--- config.mk ---
export PLATFORM = sky130hd
export DESIGN_NAME = fetch_queue_flat
export DESIGN_NICKNAME = d
export VERILOG_FILES = /design/src/rtl/fetch_queue_pkg.sv /design/src/rtl/fetch_queue_if.sv /design/src/rtl/fetch_queue_chk.sv /design/src/rtl/fetch_queue_fifo.sv /design/src/rtl/fetch_queue.sv /design/src/flat_wrapper.sv
export SDC_FILE = /design/constraint.sdc
export NUM_CORES = 1
export LEC_CHECK = 0
export CELL_PAD_IN_SITES_DETAIL_PLACEMENT = 0
export CELL_PAD_IN_SITES_GLOBAL_PLACEMENT = 1
export CORE_MARGIN = 2
export CORE_UTILIZATION = 40
export CTS_BUF_LIST = sky130_fd_sc_hd__clkbuf_16
export CTS_CLUSTER_DIAMETER = 60
export DETAILED_ROUTE_END_ITERATION = 16
export PLACE_DENSITY_LB_ADDON = 0.1
export SYNTH_ARGS = -nofsm -noshare
export SYNTH_HDL_FRONTEND = slang
export SYNTH_SLANG_ARGS = --single-unit
--- constraint.sdc ---
create_clock -name clk -period 3.15 [get_ports clk]
set_clock_uncertainty 0.2 [all_clocks]
set_input_delay 0.945 -clock clk [delete_from_list [all_inputs] [get_ports clk]]
set_output_delay 0.945 -clock clk [all_outputs]
set_load 0.05 [all_outputs]
--- src/rtl/fetch_queue_pkg.sv ---
// Shared constants for the fetch front-end: default widths, reset PC and the
// NOP bubble that decode sees when nothing valid is queued.
package fetch_queue_pkg;

  localparam int              XLEN_DEF     = 32;
  localparam int              DEPTH_DEF    = 4;
  localparam logic [31:0]     NOP_INST_DEF = 32'h0000_0013;
  localparam logic [31:0]     RESET_PC_DEF = 32'h0000_0000;

  // Width of an occupancy counter able to hold 0..depth inclusive.
  function automatic int cnt_width(input int depth);
    return $clog2(depth) + 1;
  endfunction

endpackage

--- src/rtl/fetch_queue_if.sv ---
// Redirect, instruction-memory and decode handshakes of the fetch queue.
// The master modport is the fetch queue itself; slave is its environment.
interface fetch_queue_if #(
  parameter int XLEN  = 32,
  parameter int DEPTH = 4
);
  localparam int CW = $clog2(DEPTH) + 1;

  logic            redirect_valid;
  logic [XLEN-1:0] redirect_pc;
  logic            imem_req_valid;
  logic            imem_req_ready;
  logic [XLEN-1:0] imem_req_addr;
  logic            imem_rsp_valid;
  logic [31:0]     imem_rsp_inst;
  logic            dec_ready;
  logic            dec_valid;
  logic [31:0]     dec_inst;
  logic [XLEN-1:0] dec_pc;
  logic [CW-1:0]   q_count;

  modport master (
    input  redirect_valid, redirect_pc, imem_req_ready, imem_rsp_valid,
           imem_rsp_inst, dec_ready,
    output imem_req_valid, imem_req_addr, dec_valid, dec_inst, dec_pc, q_count
  );

  modport slave (
    output redirect_valid, redirect_pc, imem_req_ready, imem_rsp_valid,
           imem_rsp_inst, dec_ready,
    input  imem_req_valid, imem_req_addr, dec_valid, dec_inst, dec_pc, q_count
  );
endinterface

--- src/rtl/fetch_queue_chk.sv ---
// Invariants of the fetch queue: the credit rule keeps both FIFOs from
// overflowing and the PC tracker mirrors the outstanding counter.
module fetch_queue_chk #(
  parameter int CW = 3
) (
  input logic          clk,
  input logic          reset,
  input logic          iq_push,
  input logic          iq_pop,
  input logic          iq_full,
  input logic          pc_push,
  input logic          pc_pop,
  input logic          pc_full,
  input logic          pc_empty,
  input logic [CW-1:0] pc_count,
  input logic [CW-1:0] outstanding
);

  // Sampled each rising edge while out of reset.
  always_ff @(posedge clk) begin
    if (reset) begin
      assert (!(iq_push && iq_full && !iq_pop));
      assert (!(pc_push && pc_full && !pc_pop));
      assert (!(pc_pop && pc_empty));
      assert (pc_count == outstanding);
    end
  end

endmodule

--- src/rtl/fetch_queue_fifo.sv ---
// Small synchronous FIFO used for both the instruction queue and the
// in-flight PC tracker. Flush wins over push and pop.
module fetch_fifo #(
  parameter int WIDTH = 32,
  parameter int DEPTH = 4
) (
  input  logic                     clk,
  input  logic                     rst_n,
  input  logic                     flush,
  input  logic                     push,
  input  logic [WIDTH-1:0]         push_data,
  input  logic                     pop,
  output logic [WIDTH-1:0]         pop_data,
  output logic [$clog2(DEPTH):0]   count,
  output logic                     full,
  output logic                     empty
);
  localparam int AW = $clog2(DEPTH);
  localparam int CW = AW + 1;

  logic [WIDTH-1:0] mem_r [DEPTH];
  logic [AW-1:0]    wr_ptr_r;
  logic [AW-1:0]    rd_ptr_r;
  logic [CW-1:0]    count_r;
  logic             do_push_s;
  logic             do_pop_s;

  assign empty     = (count_r == CW'(0));
  assign full      = (count_r == CW'(DEPTH));
  assign count     = count_r;
  assign pop_data  = mem_r[rd_ptr_r];
  assign do_pop_s  = pop && !empty;
  // A push into a full FIFO is only taken when a pop frees a slot this cycle.
  assign do_push_s = push && (!full || do_pop_s);

  // Pointers, occupancy and storage.
  always_ff @(posedge clk or negedge rst_n) begin
    if (!rst_n) begin
      wr_ptr_r <= '0;
      rd_ptr_r <= '0;
      count_r  <= '0;
      for (int i = 0; i < DEPTH; i++) begin
        mem_r[i] <= '0;
      end
    end else if (flush) begin
      wr_ptr_r <= '0;
      rd_ptr_r <= '0;
      count_r  <= '0;
    end else begin
      if (do_push_s) begin
        mem_r[wr_ptr_r] <= push_data;
        wr_ptr_r        <= wr_ptr_r + AW'(1);
      end
      if (do_pop_s) begin
        rd_ptr_r <= rd_ptr_r + AW'(1);
      end
      count_r <= count_r + CW'(do_push_s) - CW'(do_pop_s);
    end
  end

endmodule

--- src/rtl/fetch_queue.sv ---
// Instruction fetch front-end: PC generator, in-flight request tracking and
// a DEPTH-entry queue feeding decode; redirects flush and cancel fetches.
module fetch_queue
  import fetch_queue_pkg::*;
#(
  parameter int          XLEN     = XLEN_DEF,
  parameter int          DEPTH    = DEPTH_DEF,
  parameter logic [31:0] RESET_PC = RESET_PC_DEF,
  parameter logic [31:0] NOP_INST = NOP_INST_DEF
) (
  input logic          clk,
  input logic          reset,
  fetch_queue_if.master bus
);
  localparam int CW = cnt_width(DEPTH);
  localparam int IW = 32 + XLEN;

  logic [XLEN-1:0] fetch_pc_r;
  logic [CW-1:0]   outstanding_r;
  logic [CW-1:0]   drop_cnt_r;
  logic [CW-1:0]   q_count_s;
  logic [CW-1:0]   pc_count_s;
  logic [CW:0]     credit_s;
  logic            req_valid_s;
  logic            accept_s;
  logic            rsp_s;
  logic            drop_rsp_s;
  logic            iq_push_s;
  logic            iq_pop_s;
  logic            iq_full_s;
  logic            iq_empty_s;
  logic            pc_full_s;
  logic            pc_empty_s;
  logic [IW-1:0]   iq_wdata_s;
  logic [IW-1:0]   iq_rdata_s;
  logic [XLEN-1:0] rsp_pc_s;

  // Queued entries plus requests still in flight may never exceed DEPTH.
  assign credit_s    = {1'b0, q_count_s} + {1'b0, outstanding_r};
  assign req_valid_s = reset && !bus.redirect_valid && (credit_s < (CW+1)'(DEPTH));
  assign accept_s    = req_valid_s && bus.imem_req_ready;
  assign rsp_s       = bus.imem_rsp_valid;
  assign drop_rsp_s  = rsp_s && (bus.redirect_valid || (drop_cnt_r != CW'(0)));
  assign iq_push_s   = rsp_s && !drop_rsp_s;
  assign iq_pop_s    = !iq_empty_s && bus.dec_ready;
  assign iq_wdata_s  = {rsp_pc_s, bus.imem_rsp_inst};

  assign bus.imem_req_valid = req_valid_s;
  assign bus.imem_req_addr  = fetch_pc_r;
  assign bus.dec_valid      = !iq_empty_s;
  assign bus.dec_inst       = iq_empty_s ? NOP_INST : iq_rdata_s[31:0];
  assign bus.dec_pc         = iq_empty_s ? '0 : iq_rdata_s[32 +: XLEN];
  assign bus.q_count        = q_count_s;

  // PC generator, outstanding-request counter and stale-response counter.
  always_ff @(posedge clk or negedge reset) begin
    if (!reset) begin
      fetch_pc_r    <= XLEN'(RESET_PC);
      outstanding_r <= '0;
      drop_cnt_r    <= '0;
    end else begin
      if (bus.redirect_valid) begin
        fetch_pc_r <= {bus.redirect_pc[XLEN-1:2], 2'b00};
      end else if (accept_s) begin
        fetch_pc_r <= fetch_pc_r + XLEN'(32'd4);
      end
      outstanding_r <= outstanding_r + CW'(accept_s) - CW'(rsp_s);
      // Everything still in flight at a redirect belongs to the old path.
      if (bus.redirect_valid) begin
        drop_cnt_r <= outstanding_r - CW'(rsp_s);
      end else if (rsp_s && (drop_cnt_r != CW'(0))) begin
        drop_cnt_r <= drop_cnt_r - CW'(1);
      end
    end
  end

  fetch_fifo #(.WIDTH(IW), .DEPTH(DEPTH)) u_inst_q (
    .clk       (clk),
    .rst_n     (reset),
    .flush     (bus.redirect_valid),
    .push      (iq_push_s),
    .push_data (iq_wdata_s),
    .pop       (iq_pop_s),
    .pop_data  (iq_rdata_s),
    .count     (q_count_s),
    .full      (iq_full_s),
    .empty     (iq_empty_s)
  );

  // PC of each in-flight request, consumed in order by its response.
  fetch_fifo #(.WIDTH(XLEN), .DEPTH(DEPTH)) u_pc_q (
    .clk       (clk),
    .rst_n     (reset),
    .flush     (1'b0),
    .push      (accept_s),
    .push_data (fetch_pc_r),
    .pop       (rsp_s),
    .pop_data  (rsp_pc_s),
    .count     (pc_count_s),
    .full      (pc_full_s),
    .empty     (pc_empty_s)
  );

  fetch_queue_chk #(.CW(CW)) u_chk (
    .clk         (clk),
    .reset       (reset),
    .iq_push     (iq_push_s),
    .iq_pop      (iq_pop_s && !bus.redirect_valid),
    .iq_full     (iq_full_s),
    .pc_push     (accept_s),
    .pc_pop      (rsp_s),
    .pc_full     (pc_full_s),
    .pc_empty    (pc_empty_s),
    .pc_count    (pc_count_s),
    .outstanding (outstanding_r)
  );

endmodule

--- src/flat_wrapper.sv ---
// flat-port wrapper written by rule: the top's interface ports become plain ports
module fetch_queue_flat import fetch_queue_pkg::*;
#(
  parameter int          XLEN     = XLEN_DEF,
  parameter int          DEPTH    = DEPTH_DEF,
  parameter logic [31:0] RESET_PC = RESET_PC_DEF,
  parameter logic [31:0] NOP_INST = NOP_INST_DEF
)
  (clk, reset, bus_redirect_valid, bus_redirect_pc, bus_imem_req_ready, bus_imem_rsp_valid, bus_imem_rsp_inst, bus_dec_ready, bus_imem_req_valid, bus_imem_req_addr, bus_dec_valid, bus_dec_inst, bus_dec_pc, bus_q_count);
  fetch_queue_if #(.XLEN(XLEN), .DEPTH(DEPTH)) bus_i ();
  input logic clk;
  input logic reset;
  input wire logic [$bits(bus_i.redirect_valid)-1:0] bus_redirect_valid;
  input wire logic [$bits(bus_i.redirect_pc)-1:0] bus_redirect_pc;
  input wire logic [$bits(bus_i.imem_req_ready)-1:0] bus_imem_req_ready;
  input wire logic [$bits(bus_i.imem_rsp_valid)-1:0] bus_imem_rsp_valid;
  input wire logic [$bits(bus_i.imem_rsp_inst)-1:0] bus_imem_rsp_inst;
  input wire logic [$bits(bus_i.dec_ready)-1:0] bus_dec_ready;
  output wire logic [$bits(bus_i.imem_req_valid)-1:0] bus_imem_req_valid;
  output wire logic [$bits(bus_i.imem_req_addr)-1:0] bus_imem_req_addr;
  output wire logic [$bits(bus_i.dec_valid)-1:0] bus_dec_valid;
  output wire logic [$bits(bus_i.dec_inst)-1:0] bus_dec_inst;
  output wire logic [$bits(bus_i.dec_pc)-1:0] bus_dec_pc;
  output wire logic [$bits(bus_i.q_count)-1:0] bus_q_count;
  assign bus_i.redirect_valid = bus_redirect_valid;
  assign bus_i.redirect_pc = bus_redirect_pc;
  assign bus_i.imem_req_ready = bus_imem_req_ready;
  assign bus_i.imem_rsp_valid = bus_imem_rsp_valid;
  assign bus_i.imem_rsp_inst = bus_imem_rsp_inst;
  assign bus_i.dec_ready = bus_dec_ready;
  assign bus_imem_req_valid = bus_i.imem_req_valid;
  assign bus_imem_req_addr = bus_i.imem_req_addr;
  assign bus_dec_valid = bus_i.dec_valid;
  assign bus_dec_inst = bus_i.dec_inst;
  assign bus_dec_pc = bus_i.dec_pc;
  assign bus_q_count = bus_i.q_count;
  fetch_queue #(.XLEN(XLEN), .DEPTH(DEPTH), .RESET_PC(RESET_PC), .NOP_INST(NOP_INST)) u_core (.clk(clk), .reset(reset), .bus(bus_i));
endmodule
==> results.sh <==
export IMPL_layout_nets=1611
export IMPL_syn_instance_count=1301
export IMPL_min_period_ns=3.35
export IMPL_leakagePower_nw=11.5
export IMPL_switching_share_pct=33.4
export IMPL_layout_common_cells="dfrtp_1 (414), mux2_2 (349), mux4_2 (92), clkdlybuf4s50_1 (83)"
export IMPL_initial_core_util_pct=40.6
export IMPL_cts_sinks=418
export IMPL_max_freq_mhz=299
export IMPL_cp_arrival_ns=2.20
export IMPL_fillers=4128
export IMPL_outcome="finished with violations"
export IMPL_relSlewSlack_pct=41.2
export IMPL_grt_pass1_vias=12500
export IMPL_routedWlPerCell_um=21.6
export IMPL_ant_nets=0
export IMPL_worstPathRequired_ns=2.00
export IMPL_ys_flop_type="dfrtp_1"
export IMPL_grt_util_met1_pct=26.9
export IMPL_whs_ns=0.282
export IMPL_vias=11600
export IMPL_layout_drive_gt1_share_pct=48.7
export IMPL_crit_path_max_incr_delay_ns=0.51
export IMPL_clkLatencyLatePin_ns=0.59
export IMPL_p_int_mw=14.3
export IMPL_regToRegStartpoint="u_core.u_inst_q.count[2]"
export IMPL_irDropWorstVdd_mv=0.386
export IMPL_ys_ff_latch=418
export IMPL_holdBufCountCts=0
export IMPL_finalSetupViolCount=62
export IMPL_final_area_sq_um=24400
export IMPL_clkTransAtPathRegs_ns=0.06
export IMPL_port_buffers=164
export IMPL_fin_crit_sh_pct=106
export IMPL_ios=171
export IMPL_busiest_layer="met2"
export IMPL_ys_async_sr_fraction_pct=100
export IMPL_clk_path_buf_depth=3
export IMPL_drtPass1Iterations=4
export IMPL_rows=80
export IMPL_cts_tree="built"
export IMPL_end_kind="primary output"
export IMPL_p_switching_mw=7.18
export IMPL_drc=0
export IMPL_final_common_cell="dfrtp_1"
export IMPL_path_cells="buf_12 > buf_16 > mux4_2 > and2_4 > buf_6"
export IMPL_startpoint="u_core.u_inst_q.rd_ptr_r[0]"
export IMPL_dp_hpwl_mm=29.6
export IMPL_grtUsageTotal_pct=19.3
export IMPL_crit_family="multiplexers"
export IMPL_slew_violations=0
export IMPL_wl_mm=46.9
export IMPL_drt_iter0_drc=572
export IMPL_yosysSeqAreaShare_pct=54.0
export IMPL_cp_max_fo=6
export IMPL_die_w_um=224
export IMPL_core_sq_um=47700
export IMPL_path_buf_inv=3
export IMPL_syn_cell_area_sq_um=19400
export IMPL_pwr_share_seq_pct=35.8
export IMPL_grt_overflow_total=0
export IMPL_placedInstanceArea_sq_um=22100
export IMPL_rsz0062_at_grt="true"
export IMPL_root_buffer="clkbuf_16"
export IMPL_dieArea_sq_um=50200
export IMPL_ys_types=56
export IMPL_grt_max_degree=156
export IMPL_hold_viol_final=0
export IMPL_power_density_nw_per_um2=882
export IMPL_numCtsBuffers=50
export IMPL_violations="negative setup slack"
export IMPL_synth_edf_count=0
export IMPL_avgSynthCellArea_sq_um=14.9
export IMPL_p_clk_share_pct=25.9
export IMPL_avgViaCountPerCell=5.31
export IMPL_area_delta_synth_final_pct=25.9
export IMPL_slowest_stage="mux4_2"
export IMPL_grt_pass1_wl_mm=74.3
export IMPL_maxCapViolCount=0
export IMPL_place_gp_congestion=0.736
export IMPL_htreeDepth=2
export IMPL_critPathKind="flop to primary output"
export IMPL_met3_usage_pct=3.16
export IMPL_hold_class="input port to asynchronous set/reset pin"
export IMPL_die_h_um=224
export IMPL_antenna_cells=0
export IMPL_grt_antenna_before_repair=1
export IMPL_startpoint_type="flop"
export IMPL_pwr_share_comb_pct=38.4
export IMPL_ys_warn_count=0
export IMPL_setup_slack_ns=-0.196
export IMPL_met2_usage_pct=31.1
export IMPL_worst_slew_pin_slew_ns=0.882
-- flip-flops by register name (all words and copies together), names as in the netlist --
register,count
u_core.bus.imem_req_addr,30
u_core.u_pc_q.mem_r,120
u_core.u_pc_q.wr_ptr_r,2
u_core.u_inst_q.wr_ptr_r,2
u_core.u_inst_q.count,3
u_core.u_inst_q.mem_r,248
u_core.u_pc_q.count,3
u_core.outstanding_r,3
u_core.u_pc_q.rd_ptr_r,2
u_core.u_inst_q.rd_ptr_r,2
u_core.drop_cnt_r,3
-- cell families (layout without fill, tap and decap cells) --
logic type | Yosys count | after routing | synth area share [%]
buffers and inverters | 110 | 365 | 2.85
multiplexers | 467 | 467 | 32.5
AND/OR/NAND/NOR | 206 | 206 | 6.10
other | 1 | 4 | 0.0194
flip-flops | 418 | 418 | 54.0
AO/OA/AOI/OAI | 59 | 59 | 2.19
XOR/XNOR | 17 | 17 | 0.769
adder cells (fa/ha/maj) | 23 | 23 | 1.60
-- stage by stage --
| stage | std cells | setup slack [ns] | util, % | power [mW] | setup TNS (ns) |
|---|---|---|---|---|---|
| after global placement | 2069 | -0.289 | 46.3 | 15.0 | -0.527 |
| after CTS | 2172 | -0.262 | 50.8 | 21.7 | -12.59 |
| after detailed placement | 2069 | -0.322 | 46.3 | 15.2 | -0.569 |
| final | 2174 | -0.196 | 51.1 | 21.5 | -9.22 |
| after global routing | 2174 | -0.262 | 51.1 | 22.7 | -13.69 |
| after floorplan | 1304 | -0.0519 | - | 12.8 | -0.0519 |
-- path summary, 6_finish.rpt --
path	to	slack (ns)	cells past startpoint
max in group asynchronous	u_core.u_inst_q.mem_r[168]	1.11	3
worst max-delay path	bus_dec_pc[18]	-0.20	5
worst min register to register	u_core.u_inst_q.mem_r[6]	0.29	1
worst min-delay path	u_core.u_inst_q.mem_r[17]	0.28	2
min in group clk	u_core.u_inst_q.mem_r[6]	0.29	1
worst max register to register	u_core.u_pc_q.count[2]	0.40	14
-- routing by layer --
metal  routed length, um  share of wire [%]
met5                   9              0.019
met4                1010                2.1
met3                2000                4.3
met2               22300                 48
met1               21600                 46
-- power by group through the flow --
| stage | Clock, mW | Combinational [mW] | Sequential [mW] |
|---|---|---|---|
| global placement | 0 | 7.30 | 7.75 |
| CTS | 5.75 | 8.23 | 7.70 |
| detailed placement | 0 | 7.40 | 7.80 |
| finish | 5.56 | 8.25 | 7.69 |
| global route | 5.97 | 8.84 | 7.89 |
| floorplan | 0 | 5.15 | 7.62 |
-- cell usage after synthesis, types with 4 or more instances --
master,instances,area (sq um)
a21o_1,5,37.5
a221o_1,6,60.1
a31oi_1,6,37.5
and2_1,64,400
and3_1,11,68.8
buf_2,42,210
buf_4,17,128
clkbuf_1,24,90.1
dfrtp_1,418,10500
ha_1,20,250
inv_1,20,75.1
mux2_1,21,236
mux2_2,349,3930
mux2i_1,5,50.1
mux4_2,92,2070
nand2_1,45,169
nand2_2,4,25.0
nand2b_1,6,37.5
nand3_1,12,60.1
nand4_1,8,50.1
nor2_1,19,71.3
nor2b_1,5,31.3
nor3_1,8,40.0
o211ai_1,5,37.5
o21ai_0,17,85.1
o311ai_0,6,52.6
xnor2_1,8,70.1
xor2_1,9,78.8
-- final cells by class --
cell class                      count  area, sq um  area share [%]
Timing Repair Buffer              251         2870            11.8
Clock buffer                       53         1330            5.44
Tap cell                          615          769            3.16
Inverter                           21         81.3           0.334
Multi-Input combinational cell    776         8590            35.2
Sequential cell                   418        10500            43.0
Clock inverter                     40          272            1.11
-- timing repair --
item,in CTS,in global routing
cloned,3,1
pin swaps,2,3
setup buffers,7,1
setup endpoints to repair,72,68
resized for setup,139,27
(Power assumes the default switching activity.)
